<file path="config.mk">
export PLATFORM = sky130hd
export DESIGN_NAME = inst_loader_flat
export DESIGN_NICKNAME = d
export VERILOG_FILES = /design/src/rtl/inst_loader_if.sv /design/src/rtl/inst_loader.sv /design/src/flat_wrapper.sv
export SDC_FILE = /design/constraint.sdc
export NUM_CORES = 1
export LEC_CHECK = 0
export CAP_MARGIN = 10
export CORE_MARGIN = 3
export CORE_UTILIZATION = 31
export DETAILED_ROUTE_END_ITERATION = 10
export GPL_TIMING_DRIVEN = 0
export HOLD_SLACK_MARGIN = 0.05
export SLEW_MARGIN = 20
export SYNTH_ARGS = -nofsm -noshare
export SYNTH_HDL_FRONTEND = slang
export SYNTH_SLANG_ARGS = --single-unit
</file>
<file path="constraint.sdc">
create_clock -name clk -period 1.9 [get_ports clk]
set_clock_uncertainty 0.05 [all_clocks]
set_input_delay 0.57 -clock clk [delete_from_list [all_inputs] [get_ports clk]]
set_output_delay 0.57 -clock clk [all_outputs]
set_load 0.01 [all_outputs]
</file>
<file path="src/rtl/inst_loader_if.sv">
// Byte-stream handshake into the instruction loader.
//   rx_data  : stream byte
//   rx_valid : rx_data is valid (driven by the source)
//   rx_ready : loader accepts a byte (driven by the loader)
// A byte transfers on a rising clk edge when rx_valid && rx_ready.
// master = stream source, slave = inst_loader.
interface inst_loader_if #(
    parameter int BYTE_WIDTH = 8
) ();
    logic [BYTE_WIDTH-1:0] rx_data;
    logic                  rx_valid;
    logic                  rx_ready;

    modport master (output rx_data, output rx_valid, input rx_ready);
    modport slave  (input rx_data, input rx_valid, output rx_ready);
endinterface

</file>
<file path="src/rtl/inst_loader.sv">
// Boot-time instruction RAM writer.
// Receives a frame  COUNT, {HI, LO} x N, CHK  over the rx handshake,
// writes N 16-bit words to consecutive RAM addresses from 0 and checks
// an XOR checksum over the data bytes.  The core is held in reset
// (core_hold=1) until a load finishes with a good checksum.
//
// Ports:
//   clk         : system clock, rising edge
//   reset       : asynchronous active-low reset
//   start       : one-cycle load request (honoured in IDLE/DONE/ERROR)
//   rx          : byte stream (slave side of inst_loader_if)
//   ram_wr_en   : RAM write strobe, one cycle per word
//   ram_addr    : RAM write address
//   ram_wr_data : RAM write word
//   core_hold   : 1 = keep core in reset
//   load_done   : last load succeeded
//   load_err    : last load failed its checksum
//
// state | meaning
// ------+--------------------------------------------------
// IDLE  | after reset, waiting for start
// COUNT | waiting for the word-count byte (0 means 256)
// HI    | waiting for the high byte of a word
// LO    | waiting for the low byte of a word
// WRITE | one-cycle RAM write strobe
// CHECK | waiting for the checksum byte
// DONE  | load good, core released
// ERROR | checksum mismatch, core held
module inst_loader #(
    parameter int PC_WIDTH   = 8,
    parameter int DATA_WIDTH = 16,
    parameter int BYTE_WIDTH = 8
) (
    input  logic                  clk,
    input  logic                  reset,
    input  logic                  start,
    inst_loader_if.slave          rx,
    output logic                  ram_wr_en,
    output logic [PC_WIDTH-1:0]   ram_addr,
    output logic [DATA_WIDTH-1:0] ram_wr_data,
    output logic                  core_hold,
    output logic                  load_done,
    output logic                  load_err
);

    localparam logic [2:0] S_IDLE  = 3'd0;
    localparam logic [2:0] S_COUNT = 3'd1;
    localparam logic [2:0] S_HI    = 3'd2;
    localparam logic [2:0] S_LO    = 3'd3;
    localparam logic [2:0] S_WRITE = 3'd4;
    localparam logic [2:0] S_CHECK = 3'd5;
    localparam logic [2:0] S_DONE  = 3'd6;
    localparam logic [2:0] S_ERROR = 3'd7;

    // One extra bit so the count can hold 256 (COUNT byte of 0).
    localparam int CNT_W = BYTE_WIDTH + 1;

    logic [2:0]            state;
    logic [2:0]            state_nxt;
    logic                  ready_q;
    logic                  ready_nxt;
    logic                  xfer;
    logic [CNT_W-1:0]      n_words;
    logic [CNT_W-1:0]      word_cnt;
    logic [CNT_W-1:0]      word_cnt_inc;
    logic [BYTE_WIDTH-1:0] hi_byte;
    logic [BYTE_WIDTH-1:0] checksum;

    assign rx.rx_ready   = ready_q;
    assign xfer          = rx.rx_valid && ready_q;
    assign word_cnt_inc  = word_cnt + CNT_W'(1);

    always_comb begin
        state_nxt = state;
        case (state)
            S_IDLE, S_DONE, S_ERROR: if (start) state_nxt = S_COUNT;
            S_COUNT: if (xfer) state_nxt = S_HI;
            S_HI:    if (xfer) state_nxt = S_LO;
            S_LO:    if (xfer) state_nxt = S_WRITE;
            S_WRITE: state_nxt = (word_cnt_inc == n_words) ? S_CHECK : S_HI;
            S_CHECK: if (xfer) state_nxt = (rx.rx_data == checksum) ? S_DONE : S_ERROR;
            default: state_nxt = S_IDLE;
        endcase
    end

    // rx_ready and ram_wr_en are registered decodes of the next state, so
    // they are glitch-free and line up exactly with the state they belong to.
    assign ready_nxt = (state_nxt == S_COUNT) || (state_nxt == S_HI) ||
                       (state_nxt == S_LO)    || (state_nxt == S_CHECK);

    always_ff @(posedge clk or negedge reset) begin
        if (!reset) begin
            state       <= S_IDLE;
            ready_q     <= 1'b0;
            ram_wr_en   <= 1'b0;
            ram_addr    <= '0;
            ram_wr_data <= '0;
            core_hold   <= 1'b1;
            load_done   <= 1'b0;
            load_err    <= 1'b0;
            n_words     <= '0;
            word_cnt    <= '0;
            hi_byte     <= '0;
            checksum    <= '0;
        end else begin
            state     <= state_nxt;
            ready_q   <= ready_nxt;
            ram_wr_en <= (state_nxt == S_WRITE);
            case (state)
                S_IDLE, S_DONE, S_ERROR: begin
                    if (start) begin
                        core_hold <= 1'b1;
                        load_done <= 1'b0;
                        load_err  <= 1'b0;
                        ram_addr  <= '0;
                        checksum  <= '0;
                        word_cnt  <= '0;
                    end
                end
                S_COUNT: begin
                    if (xfer) begin
                        n_words <= (rx.rx_data == '0) ? {1'b1, {BYTE_WIDTH{1'b0}}}
                                                      : {1'b0, rx.rx_data};
                    end
                end
                S_HI: begin
                    if (xfer) begin
                        hi_byte  <= rx.rx_data;
                        checksum <= checksum ^ rx.rx_data;
                    end
                end
                S_LO: begin
                    if (xfer) begin
                        ram_wr_data <= {hi_byte, rx.rx_data};
                        checksum    <= checksum ^ rx.rx_data;
                    end
                end
                S_WRITE: begin
                    ram_addr <= ram_addr + PC_WIDTH'(1);
                    word_cnt <= word_cnt_inc;
                end
                S_CHECK: begin
                    if (xfer) begin
                        if (rx.rx_data == checksum) begin
                            load_done <= 1'b1;
                            core_hold <= 1'b0;
                        end else begin
                            load_err  <= 1'b1;
                            core_hold <= 1'b1;
                        end
                    end
                end
                default: ;
            endcase
        end
    end

endmodule

</file>
<file path="src/flat_wrapper.sv">
// flat-port wrapper written by rule: the top's interface ports become plain ports
module inst_loader_flat 
#(
    parameter int PC_WIDTH   = 8,
    parameter int DATA_WIDTH = 16,
    parameter int BYTE_WIDTH = 8
)
  (clk, reset, start, ram_wr_en, ram_addr, ram_wr_data, core_hold, load_done, load_err, rx_rx_data, rx_rx_valid, rx_rx_ready);
  inst_loader_if #(.BYTE_WIDTH(BYTE_WIDTH)) rx_i ();
  input  logic clk;
  input  logic reset;
  input  logic start;
  output logic ram_wr_en;
  output logic [PC_WIDTH-1:0] ram_addr;
  output logic [DATA_WIDTH-1:0] ram_wr_data;
  output logic core_hold;
  output logic load_done;
  output logic load_err;
  input wire logic [$bits(rx_i.rx_data)-1:0] rx_rx_data;
  input wire logic [$bits(rx_i.rx_valid)-1:0] rx_rx_valid;
  output wire logic [$bits(rx_i.rx_ready)-1:0] rx_rx_ready;
  assign rx_i.rx_data = rx_rx_data;
  assign rx_i.rx_valid = rx_rx_valid;
  assign rx_rx_ready = rx_i.rx_ready;
  inst_loader #(.PC_WIDTH(PC_WIDTH), .DATA_WIDTH(DATA_WIDTH), .BYTE_WIDTH(BYTE_WIDTH)) u_core (.clk(clk), .reset(reset), .start(start), .rx(rx_i), .ram_wr_en(ram_wr_en), .ram_addr(ram_addr), .ram_wr_data(ram_wr_data), .core_hold(core_hold), .load_done(load_done), .load_err(load_err));
endmodule
</file>
==> qor.log, run 1 <==
[final_layout] utilization after layout 0.419
[critical_path] startpoint type of the worst setup path register
[detailed_routing] antenna viol nets, final 0
[placed_design] Final HPWL DP 5170 um
[synthesis] netlist area before placement 0.00333 mm^2
[outcome] result of the run finished, final reports clean
[clock_network] CTS Buffer Depth 2
[min_path] type of the worst min-delay path in2async
[global_route] antenna violations before repair 0
[detailed_routing] Initial DRT Pass Iterations 4
[sta] Max Slew Vio Count 0
[synthesis] dominant cell type by area after synthesis dfrtp_1
[synthesis] synth top area cells dfrtp_1 49%, mux2_2 11%, o21ai_0 6.5%
[critical_path] highest fanout seen on the critical path 2
[detailed_routing] Vias/cell 5.12
[critical_path] required time worst endpoint 1280 ps
[synthesis] Post-synth EDFFs 0
[sta] slew of the pin with the lowest slew margin 552 ps
[final_layout] area of all placed cells without fillers 0.00435 mm^2
[critical_path] critical setup path kind reg2out
[clock_network] Post-CTS Hold Buffers 0
[synthesis] area share of xor/xnor cells in the synthesized design 0.0572
[critical_path] number of buffers and inverters on the critical path 1
[final_layout] antenna cell count 0
[sta] sum of negative setup slack 0 ps
[sta] final worst setup slack 40.9 ps
[synthesis] dominant cell by count in the synthesized netlist dfrtp_1
[synthesis] Synth Net Count 329
[global_route] via count of the first global-routing pass 2620
[synthesis] Adder-Cell Fraction of Synth Area 0.00752
[floorplanning] die area 0.0120 mm^2
[critical_path] worst endpoint data arrival time 1240 ps
[synthesis] most frequent cells after synthesis 65 x dfrtp_1, 43 x o21ai_0, 32 x mux2_2
[synthesis] unique cell type count in the Yosys netlist 55
[sta] fin crit share 0.978
[placed_design] routability cong. 0.813
[critical_path] slowest cell delay on critical path 550 ps
[floorplanning] site row count 37
[sta] min cycle time layout 1860 ps
[global_route] first-pass GRT wire length 12900 um
[sta] top achievable clock speed 538 MHz
[critical_path] crit-path cells clkdlybuf4s50_1
[placed_design] total placed instance area 0.00392 mm^2
[clock_network] total clock buffers created by CTS 9
[final_layout] final cell count without fillers 520
[clock_network] number of clock sinks 66
[synthesis] most frequently used flop master after synthesis dfrtp_1
[clock_network] Clock H-tree levels 3
[synthesis] share of synthesized registers carrying an async set or reset 1.00
[synthesis] Seq/Total Area, Yosys 0.497
[placed_design] Post-Place Setup Slack -647 ps
[synthesis] post-synthesis average cell area 10.6 um^2
[power] pwr dens 1360 mW/mm^2
[power] Leakage 2.02 nW
[sta] final-report hold violation count 0
[detailed_routing] DRC violation count after routing 0
[floorplanning] Die Wd 110 um
[clock_network] Clk pin slew, worst setup/hold paths 80 ps
[placed_design] number of placed cells counting well taps 491
[sta] max-slew headroom at the worst pin 0.629
[clock_network] clock root buffer clkbuf_8
[detailed_routing] DR vias 2660
[synthesis] post-synth top area share 0.489
[global_route] Total Routing Usage GR 0.138
[flow_run] Max-cap violations 0
[synthesis] count of synthesis-stage warnings from yosys 0
[detailed_routing] Detailed Route Iter0 Violations 145
[final_layout] count of fill cells added during filler insertion 1043
[final_layout] count of nets after finishing 393
[synthesis] multiplexer area fraction after synthesis 0.111
[synthesis] share of synthesized cell area in and, or, nand and nor gates 0.145
[floorplanning] Core Area 0.0104 mm^2
[global_route] largest net degree at the start of global routing 45
[clock_network] TritonCTS clock tree built
[final_layout] area growth from synthesis to layout 30.7%
[critical_path] family with the most delay on the worst path buffers and inverters
[detailed_routing] detailed-route wire length per cell 15.2 um
[critical_path] endpoint class of the critical path primary output
[global_route] final global-route overflow total 0
[sta] Finish-stage setup viols 0
[placed_design] number of buffer cells added on primary ports 39
[final_layout] share of cells above drive strength 1 0.258
[clock_network] Skew-Pair Late Insertion Delay 360 ps
[synthesis] post-synthesis compound-gate area fraction 0.157
[detailed_routing] aggregate routed wire length 7900 um
[synthesis] post-synthesis register bit count 66
[synthesis] combinational family with the most area after synthesis compound AO/OA/AOI/OAI gates
[floorplanning] starting utilization of the core area 0.321
[floorplanning] number of ports placed on the die boundary 41
[critical_path] highest-delay cell along the critical path clkdlybuf4s50_1
[power] worst-case vdd ir drop 0.697 mV
[synthesis] Cells after Synth 315
[sta] setup repair after global routing missed its margin yes
[floorplanning] height of the die 110 um
==> cell usage in the layout, fill, tap and decap left out, types with 3 or more instances in the layout <==
master | synthesis | final
nor4_1 | 6 | 3
buf_2 | 8 | 4
nand2_1 | 21 | 21
clkbuf_2 | 2 | 4
mux2_2 | 32 | 32
a31oi_1 | 4 | 4
xor2_1 | 11 | 11
nand3_2 | 2 | 3
dlygate4sd2_1 | 0 | 9
o211ai_1 | 4 | 4
a21oi_1 | 9 | 9
o41ai_1 | 3 | 3
nand3_1 | 9 | 7
buf_4 | 0 | 16
dfrtp_1 | 65 | 63
dlymetal6s2s_1 | 0 | 19
o21ai_0 | 43 | 43
nand2b_1 | 9 | 9
nor2_1 | 23 | 22
clkdlybuf4s50_1 | 0 | 10
nand4_1 | 6 | 6
nor2_4 | 0 | 3
xnor2_1 | 8 | 8
clkbuf_8 | 0 | 9
o21a_1 | 5 | 5
nor4_2 | 0 | 3
==> per-stage QoR <==
stage          hold slack [ps]  power, mW
6_report                  57.4       5.92
3_3_place_gp               415       4.60
4_1_cts                   56.8       5.92
2_1_floorplan              224       3.76
5_1_grt                   61.9       6.34
3_5_place_dp               417       4.64
==> area by class of cell <==
type | count | area, um^2 | area share
plain buffers | 12 | 73.8 | 0.0170
clock buffers | 9 | 124 | 0.0285
clock inverters | 7 | 52.6 | 0.0121
inverters | 3 | 11.3 | 0.00259
multi-input cells | 232 | 1670 | 0.384
flip-flops and latches | 66 | 1660 | 0.381
well taps | 136 | 170 | 0.0391
repair buffers | 55 | 589 | 0.136
==> final timing paths <==
| path | startpoint | end | slack (ps) | cells after the start |
|---|---|---|---|---|
| min reg2reg | u_core.ram_addr[7]$_DFFE_PN0P_ | u_core.ram_addr[7]$_DFFE_PN0P_ | 420 | 1 |
| max in group asynchronous | reset | u_core.core_hold$_DFFE_PN1P_ | 1150 | 2 |
| min | reset | u_core.ram_wr_data[13]$_DFFE_PN0P_ | 60 | 1 |
| max | u_core.ram_wr_data[0]$_DFFE_PN0P_ | ram_wr_data[0] | 40 | 1 |
| min in group clk | u_core.ram_addr[7]$_DFFE_PN0P_ | u_core.ram_addr[7]$_DFFE_PN0P_ | 420 | 1 |
| max reg2reg | u_core.state[0]$_DFF_PN0_ | u_core.word_cnt[7]$_DFFE_PN0P_ | 60 | 5 |
==> logic make-up after synthesis <==
kind of cell | count (synthesis)
buf+inv | 17
flops | 66
simple gates | 92
compound gates | 85
xor+xnor | 20
fa+ha+maj | 2
mux | 33
==> state kept, by name, summed over array words and instances, names as in the netlist <==
register	flops
u_core.load_done	1
u_core.hi_byte	8
u_core.ram_wr_data	16
u_core.load_err	1
u_core.word_cnt	9
u_core.ram_addr	8
u_core.n_words	9
u_core.ram_wr_en	1
u_core.checksum	8
u_core.rx.rx_ready	1
u_core.state	3
u_core.core_hold	1
==> metal layers <==
| metal | up-vias | share of wire | global-route usage |
|---|---|---|---|
| met5 | - | 0 | 0 |
| met4 | 0 | 0.012 | 0.0508 |
| met3 | 9 | 0.054 | 0.0388 |
| met2 | 59 | 0.47 | 0.205 |
| met1 | 1322 | 0.46 | 0.191 |
| li1 | 1270 | - | - |
==> timing repair <==
item	CTS	global route
endpoints found under the setup margin	36	46
resized for setup	20	33
buffers inserted	8	7
pin swaps	3	8
cloned	0	0
==> power breakdown <==
part	internal, mW	switching [mW]	leakage [nW]
sequential	1.91	0.339	0.837
clock	0.481	0.600	0.0900
combinational	1.33	1.26	1.09
(Power assumes the default switching activity.)
==> inputs of run 2 (changes only) <==
Settings changed: SKIP_CTS_REPAIR_TIMING set to 1.
==> qor.log, run 2 (same netlist as run 1, synthesis figures left out) <==
[sta] setup repair after global routing missed its margin yes
[final_layout] sequential standard cell area 0.00166 mm^2
[global_route] via count of the first global-routing pass 2529
[sta] max-slew headroom at the worst pin 0.652
[global_route] antenna violations before repair 0
[critical_path] critical setup path kind reg2out
[power] worst-case vdd ir drop 0.732 mV
[flow_run] Max-cap violations 0
[floorplanning] Die Wd 110 um
[critical_path] number of buffers and inverters on the critical path 1
[floorplanning] Core Area 0.0104 mm^2
[final_layout] final cell count without fillers 522
[critical_path] family with the most delay on the worst path buffers and inverters
[critical_path] highest-delay cell along the critical path clkdlybuf4s50_1
[final_layout] area of all placed cells without fillers 0.00438 mm^2
[final_layout] share of cells above drive strength 1 0.272
[final_layout] register name with the most flops u_core.ram_wr_data
[global_route] first-pass GRT wire length 12600 um
[floorplanning] height of the die 110 um
[sta] Max Slew Vio Count 0
[final_layout] commonest non-fill, non-tap cells in the layout 60 x dfrtp_1, 42 x o21ai_0, 32 x mux2_2
[clock_network] Clk pin slew, worst setup/hold paths 80 ps
[detailed_routing] Initial DRT Pass Iterations 5
[sta] Finish-stage setup viols 0
[critical_path] worst endpoint data arrival time 1230 ps
[global_route] Total Routing Usage GR 0.135
[placed_design] Final HPWL DP 5170 um
[placed_design] number of buffer cells added on primary ports 39
[sta] sum of negative setup slack 0 ps
[detailed_routing] aggregate routed wire length 7790 um
[final_layout] multi-input logic area 0.00167 mm^2
[critical_path] required time worst endpoint 1280 ps
[final_layout] Largest register FFs 16
[placed_design] routability cong. 0.813
[floorplanning] die area 0.0120 mm^2
[critical_path] startpoint type of the worst setup path register
[clock_network] Clock H-tree levels 3
[detailed_routing] DRC violation count after routing 0
[critical_path] slowest cell delay on critical path 530 ps
[global_route] final global-route overflow total 0
[clock_network] clock root buffer clkbuf_8
[power] Leakage 2.08 nW
[final_layout] area growth from synthesis to layout 31.8%
[global_route] largest net degree at the start of global routing 45
[sta] min cycle time layout 1850 ps
[sta] Worst Hold Margin 62.8 ps
[final_layout] count of nets after finishing 395
[final_layout] registers with the most flip-flops u_core.ram_wr_data (16), u_core.n_words (9), u_core.word_cnt (9)
[clock_network] total clock buffers created by CTS 9
[placed_design] total placed instance area 0.00392 mm^2
[critical_path] endpoint class of the critical path primary output
[critical_path] highest fanout seen on the critical path 2
[clock_network] Skew-Pair Late Insertion Delay 350 ps
[placed_design] Post-Place Setup Slack -647 ps
[detailed_routing] Detailed Route Iter0 Violations 126
[sta] final worst setup slack 46.2 ps
[sta] slew of the pin with the lowest slew margin 518 ps
[final_layout] count of fill cells added during filler insertion 1044
[outcome] result of the run finished, final reports clean
[sta] top achievable clock speed 539 MHz
[clock_network] CTS Buffer Depth 2
[floorplanning] site row count 37
[critical_path] crit-path cells clkdlybuf4s50_1
[placed_design] number of placed cells counting well taps 491
[clock_network] number of clock sinks 66
[detailed_routing] antenna viol nets, final 0
[detailed_routing] detailed-route wire length per cell 14.9 um
[sta] final-report hold violation count 0
[power] pwr dens 1360 mW/mm^2
[final_layout] most frequent standard cell in the layout excluding fill and tap cells dfrtp_1
[floorplanning] number of ports placed on the die boundary 41
[floorplanning] starting utilization of the core area 0.321
[detailed_routing] Vias/cell 5.10
[final_layout] utilization after layout 0.423
[min_path] type of the worst min-delay path in2async
[clock_network] TritonCTS clock tree built
[final_layout] antenna cell count 0
[power] total power draw 5.94 mW
[sta] fin crit share 0.976
[detailed_routing] DR vias 2661
[run 2: routing by layer]
layer / vias to the layer above / part of all wire / wire length, um / GRT usage
li1: 1275 / - / - / -
met1: 1315 / 0.47 / 3670 / 0.190
met2: 64 / 0.46 / 3610 / 0.197
met3: 7 / 0.053 / 410 / 0.0388
met4: 0 / 0.012 / 94 / 0.0508
met5: - / 0 / 0 / 0
[run 2: path summary, 6_finish.rpt]
kind / from / end / slack, ps / depth (start not counted)
max: u_core.ram_addr[4]$_DFFE_PN0P_ / ram_addr[4] / 50 / 1
min: reset / u_core.ram_wr_data[13]$_DFFE_PN0P_ / 60 / 1
max reg2reg: u_core.word_cnt[1]$_DFFE_PN0P_ / u_core.state[1]$_DFF_PN0_ / 60 / 7
min reg2reg: u_core.ram_addr[7]$_DFFE_PN0P_ / u_core.ram_addr[7]$_DFFE_PN0P_ / 410 / 1
max in group asynchronous: reset / u_core.core_hold$_DFFE_PN1P_ / 1150 / 2
min in group clk: u_core.ram_addr[7]$_DFFE_PN0P_ / u_core.ram_addr[7]$_DFFE_PN0P_ / 410 / 1
[run 2: area by class of cell]
type                    count  area share
flip-flops and latches     66       0.378
inverters                   3     0.00257
well taps                 136      0.0388
clock buffers               9      0.0283
plain buffers              12      0.0168
repair buffers             57       0.143
multi-input cells         232       0.380
clock inverters             7      0.0120
[run 2: power breakdown]
group	internal (mW)	switching, mW
combinational	1.36	1.25
clock	0.482	0.595
sequential	1.91	0.339
total	3.76	2.19
==> inputs of run 3 (changes only) <==
Settings changed: GPL_ROUTABILITY_DRIVEN set to 1.
==> results of run 3 <==
Same layout as run 2: the final DEF is identical, and so are final timing and power.
